### src/rtl/seq_det_pkg.sv
// seq_det_pkg: mode constants and config record shared by sequence detectors
package seq_det_pkg;
  localparam logic OVERLAP     = 1'b1;
  localparam logic NON_OVERLAP = 1'b0;
  localparam logic MOORE       = 1'b1;
  localparam logic MEALY       = 1'b0;
  localparam int   CFG_MAX_LEN = 8;
  typedef struct packed {
    logic [CFG_MAX_LEN-1:0]         pattern;
    logic [$clog2(CFG_MAX_LEN):0]   len;
    logic                           overlap;
    logic                           moore;
  } seq_cfg_t;
endpackage

### src/rtl/generic_sequence_detector_counter.sv
// seq_match_counter: saturating match counter with synchronous clear
module seq_match_counter #(
  parameter int CNT_W = 8
) (
  input  logic             clk,
  input  logic             rst,
  input  logic             clr,
  input  logic             inc,
  output logic [CNT_W-1:0] count
);
  logic [CNT_W-1:0] count_q, count_d;
  // a hit coinciding with clear counts as the first match after the clear
  always_comb count_d = clr ? CNT_W'(inc) : (inc && count_q != '1) ? count_q + 1'b1 : count_q;
  always_ff @(posedge clk) count_q <= rst ? '0 : count_d;
  assign count = count_q;
endmodule

### src/rtl/generic_sequence_detector.sv
// generic_sequence_detector: runtime-programmable serial pattern detector
module generic_sequence_detector
  import seq_det_pkg::*;
#(
  parameter int               MAX_LEN     = 8,
  parameter int               LEN_W       = $clog2(MAX_LEN) + 1,
  parameter int               CNT_W       = 8,
  parameter logic [MAX_LEN-1:0] DEF_PATTERN = 8'b0001_0101,
  parameter int               DEF_LEN     = 5,
  parameter logic             DEF_OVERLAP = 1'b1,
  parameter logic             DEF_MOORE   = 1'b1
) (
  input  logic               clk,
  input  logic               rst,
  input  logic               data_in,
  input  logic               valid,
  input  logic               cfg_we,
  input  logic [MAX_LEN-1:0] cfg_pattern,
  input  logic [LEN_W-1:0]   cfg_len,
  input  logic               cfg_overlap,
  input  logic               cfg_moore,
  input  logic               count_clr,
  output logic               detected,
  output logic [CNT_W-1:0]   match_count
);
  logic [MAX_LEN-1:0] pattern_q, pattern_d, window, mask;
  logic [MAX_LEN-2:0] hist_q, hist_d;
  logic [LEN_W-1:0]   len_q, len_d, len_eff, fill_q, fill_d;
  logic               overlap_q, overlap_d, moore_q, moore_d, moore_det_q, moore_det_d, hit;
  // the top history bit would only ever shift out, so it is not stored
  always_comb begin
    len_eff = (len_q > LEN_W'(MAX_LEN)) ? LEN_W'(MAX_LEN) : len_q;
    window  = {hist_q, data_in};
    for (int i = 0; i < MAX_LEN; i++) mask[i] = LEN_W'(i) < len_eff;
    hit = valid && !cfg_we && len_eff != '0 && ({1'b0, fill_q} + 1'b1 >= {1'b0, len_eff})
          && ((window ^ pattern_q) & mask) == '0;
    pattern_d   = cfg_we ? cfg_pattern : pattern_q;
    len_d       = cfg_we ? cfg_len : len_q;
    overlap_d   = cfg_we ? cfg_overlap : overlap_q;
    moore_d     = cfg_we ? cfg_moore : moore_q;
    hist_d      = cfg_we ? '0 : valid ? window[MAX_LEN-2:0] : hist_q;
    fill_d      = cfg_we ? '0 : !valid ? fill_q : (hit && overlap_q == NON_OVERLAP) ? '0 :
                  (fill_q == LEN_W'(MAX_LEN)) ? fill_q : fill_q + 1'b1;
    moore_det_d = hit;
    detected    = (moore_q == MOORE) ? moore_det_q : hit;
  end
  always_ff @(posedge clk) begin
    if (rst) begin
      pattern_q   <= DEF_PATTERN;
      len_q       <= LEN_W'(DEF_LEN);
      overlap_q   <= DEF_OVERLAP;
      moore_q     <= DEF_MOORE;
      hist_q      <= '0;
      fill_q      <= '0;
      moore_det_q <= 1'b0;
    end else begin
      pattern_q   <= pattern_d;
      len_q       <= len_d;
      overlap_q   <= overlap_d;
      moore_q     <= moore_d;
      hist_q      <= hist_d;
      fill_q      <= fill_d;
      moore_det_q <= moore_det_d;
    end
  end
  seq_match_counter #(.CNT_W(CNT_W)) u_cnt (
    .clk  (clk),
    .rst  (rst),
    .clr  (count_clr),
    .inc  (hit),
    .count(match_count)
  );
endmodule

### config.mk
export PLATFORM = sky130hd
export DESIGN_NAME = generic_sequence_detector
export DESIGN_NICKNAME = d
export VERILOG_FILES = /design/src/rtl/seq_det_pkg.sv /design/src/rtl/generic_sequence_detector_counter.sv /design/src/rtl/generic_sequence_detector.sv
export SDC_FILE = /design/constraint.sdc
export NUM_CORES = 1
export LEC_CHECK = 0
export CORE_MARGIN = 5
export CORE_UTILIZATION = 52
export DETAILED_ROUTE_END_ITERATION = 10
export HOLD_SLACK_MARGIN = 0.15
export PLACE_DENSITY = 0.78
export SYNTH_ARGS = -nofsm -noshare
export SYNTH_HDL_FRONTEND = slang
export SYNTH_SLANG_ARGS = --single-unit
### constraint.sdc
create_clock -name clk -period 2.65 [get_ports clk]
set_clock_uncertainty 0.2 [all_clocks]
set_input_delay 0.53 -clock clk [delete_from_list [all_inputs] [get_ports clk]]
set_output_delay 0.53 -clock clk [all_outputs]
set_load 0.005 [all_outputs]
==> run_results.csv, run 1 <==
group,metric,value,unit
timing,tns,-0.0782,ns
finish,multi_input_area,1050,um^2
critical_path,critical_path.max_stage_delay,0.34,ns
yosys,synthCells,191,
detailed_routing,totalWireLength,4.13,mm
critical_path,required,1.92,ns
power,power,0.000969,W
power,p_per_area,421,nW/um^2
critical_path,crit_family,"compound AO/OA/AOI/OAI gates",
global_routing,first_global_vias,1615,
finish,syn2layout_area_growth,31.6,%
critical_path,crit_chain,"buf_4, buf_4, inv_1, ha_4, a31oi_2, o22ai_2, o211ai_4, o21ai_1, buf_2",
finish,antennaDiodeCount,0,
timing,hold_violations,0,
finish,seqCellArea,687,um^2
finish,layout-drive-gt1-share,19.5,%
detailed_routing,dr.pass1.iters,4,
finish,fin_cells,282,
detailed_routing,vias,1587,
clocking,clkSinkCount,34,
clocking,htree_num_levels,2,
global_routing,grt_start_max_net_pins,23,
finish,final_cell_mix,"dfxtp_1, clkdlybuf4s50_1, nor2_1",
worst_hold_path,worstHoldPathType,"flop to flop",
floorplanning,dieArea,4620,um^2
critical_path,critical_path_arrival,2.00,ns
timing,fin_hold_ws,0.300,ns
floorplanning,rows,21,
critical_path,critPathBufInv,4,
floorplanning,die_y,68,um
critical_path,worstSetupPathType,"flop to output pin",
yosys,syn_area_per_cell,9.16,um^2
floorplanning,ios,29,
clocking,numCtsBuffers,5,
critical_path,end_kind,"output pin",
critical_path,cp_common_cell,"buf_4",
detailed_routing,vias_per_cell,5.63,
yosys,syn_nets,217,
floorplanning,initial_utilization,53.3,%
clocking,cts_tree,"yes",
clocking,path_clk_slew,0.10,ns
power,p_leak,0.940,nW
timing,slew-limit-headroom,75.2,%
detailed_routing,drc,0,
global_routing,grt_pass1_wl,7.10,mm
detailed_routing,wl_per_cell,14.6,um
finish,n_fill_cell,264,
power,peakVddDrop,318,uV
timing,rsz0062_at_grt,"true",
timing,final_max_slew_viol_count,0,
finish,layout.nets,263,
floorplanning,die_w,68,um
flow_run,max_cap_violations,0,
timing,fmax,0.367,GHz
yosys,synth_area,1750,um^2
outcome,status,"finished, violations left",
finish,final_core_util,70.1,%
timing,fin_ws,-0.0782,ns
yosys,post_synth_num_cell_types,39,
yosys,ys_seq_elements,34,
critical_path,worstPathMaxFanout,4,
detailed_routing,dr.first_iter.drc_count,112,
critical_path,cp_slowest_cell,"dfxtp_2",
clocking,holdBufCountCts,0,
clocking,root_buffer,"clkbuf_4",
placed_design,gp_congestion,0.841,
placed_design,place_hpwl,3.09,mm
global_routing,overflow,0,
detailed_routing,ant_nets,0,
floorplanning,core,3280,um^2
outcome,violations,"negative setup slack",
yosys,ys_seq_area_share,38.9,%
timing,setup_violations,1,
timing,min_period,2.73,ns
clocking,clk_latency,0.33,ns
timing,min_period_over_period,103,%
placed_design,port_buffers,28,
global_routing,antenna_found_initial,0,
critical_path,startpoint_type,"flop",
timing,tightestPinTransition,0.371,ns
global_routing,grt_usage,20.5,%
yosys,yosysWarnings,0,
placed_design,place_inst,271,
finish,mostFrequentLayoutCell,"dfxtp_1",
clocking,clockBufferDepth,2,
-- worst reg2reg max path, stage by stage, from the launching register on --
cell,delay [ns]
dfxtp_4,0.37
ha_4,0.17
xor2_2,0.14
ha_1,0.31
a31oi_2,0.09
o22ai_2,0.25
o211ai_4,0.10
buf_4,0.19
or4_1,0.51
a21oi_1,0.16
-- through the flow --
step | area, um^2 | worst slack [ns]
floorplan | 1750 | 0.154
global placement | 2150 | -0.491
detailed placement | 2150 | -0.466
CTS | 2250 | -0.134
global route | 2300 | -0.190
finish | 2300 | -0.0782
-- cell usage after synthesis --
cell,count,area (um^2)
and4_1,1,8.76
o21ai_0,7,35.0
clkbuf_1,5,18.8
a31o_2,2,17.5
nor2_1,22,82.6
o211a_1,2,20.0
a21oi_1,9,45.0
nand4_1,3,18.8
o211ai_1,1,7.51
nand3_1,5,25.0
buf_1,1,3.75
xnor2_1,3,26.3
or3_1,2,12.5
nor3_1,1,5.00
buf_6,3,33.8
nor2b_1,8,50.1
a222oi_1,1,10.0
or2_2,2,12.5
dfxtp_1,34,681
nor3b_1,1,7.51
o41ai_1,1,8.76
and2b_2,1,8.76
a31oi_1,2,12.5
nand2b_1,2,12.5
nor4b_1,1,8.76
inv_1,5,18.8
buf_2,1,5.00
nor2_2,1,6.26
or4_1,4,30.0
o31ai_1,3,22.5
nand2_1,11,41.3
o22ai_2,1,12.5
mux2i_1,16,160
o211ai_4,1,21.3
nor4_1,3,18.8
o21bai_1,1,7.51
ha_1,6,75.1
a211o_1,9,78.8
xor2_1,9,78.8
-- kinds of logic (layout without fill, tap and decap cells) --
| group | count (synthesis) | after routing | synth area share (%) |
|---|---|---|---|
| DFF | 34 | 34 | 38.9 |
| AOI/OAI and AO/OA | 40 | 40 | 17.1 |
| adders and majority gates | 6 | 6 | 4.29 |
| xor gates and xnor gates | 12 | 12 | 6.01 |
| and+or+nand+nor | 68 | 68 | 20.0 |
| muxes | 16 | 16 | 9.16 |
| buffers and inverters | 15 | 60 | 4.58 |
-- repair_timing --
item	4_1_cts	5_1_grt
pin swaps	7	8
endpoints found under the setup margin	1	6
cloned	0	0
gates resized for setup	12	7
buffers inserted	3	2
-- state kept, by name, summed over array words and instances (netlist names) --
signal	flops
moore_q	1
moore_det_q	1
len_q	4
overlap_q	1
pattern_q	8
hist_q	7
u_cnt.count	8
fill_q	4
-- cell type report --
cell class,instances,share of cell area (%)
multi-input cells,142,45.7
clock buffers,6,2.23
repair buffers,49,19.0
well taps,46,2.50
flip-flops and latches,34,29.8
inverters,5,0.815
-- report_power, final --
part           internal [W]  switching (W)  total [W]
Clock              0.000120       0.000160   0.000280
Combinational     0.0000837      0.0000643   0.000148
Sequential         0.000526      0.0000152   0.000541
-- metal layers --
layer	up-vias	wire (um)	track usage, %
met5	-	0	0
met4	0	67	10.2
li1	775	-	-
met2	54	2020	32.9
met3	9	205	4.27
met1	749	1840	25.8
-- final timing paths --
kind | from | to | slack, ns | depth (start not counted)
worst max-delay path | fill_q[0] | detected | -0.08 | 9
worst min-delay path | u_cnt.count[5] | u_cnt.count[5] | 0.30 | 2
worst max register to register | fill_q[1] | u_cnt.count[7] | 0.09 | 9
worst min register to register | u_cnt.count[5] | u_cnt.count[5] | 0.30 | 2
No activity file was read; power rests on OpenSTA's default activity.
==> run 2, diff against run 1 <==
--- a/config.mk
+++ b/config.mk
@@ -13,3 +13,4 @@
 export SYNTH_ARGS = -nofsm -noshare
 export SYNTH_HDL_FRONTEND = slang
 export SYNTH_SLANG_ARGS = --single-unit
+export TNS_END_PERCENT = 100
==> results of run 2 <==
The final DEF is identical to that of run 1; final timing and power are the same.
==> run 3, diff against run 2 <==
--- a/config.mk
+++ b/config.mk
@@ -5,6 +5,7 @@
 export SDC_FILE = /design/constraint.sdc
 export NUM_CORES = 1
 export LEC_CHECK = 0
+export CAP_MARGIN = 5
 export CORE_MARGIN = 5
 export CORE_UTILIZATION = 52
 export DETAILED_ROUTE_END_ITERATION = 10
==> results of run 3 <==
The final DEF is identical to that of run 1; final timing and power are the same.
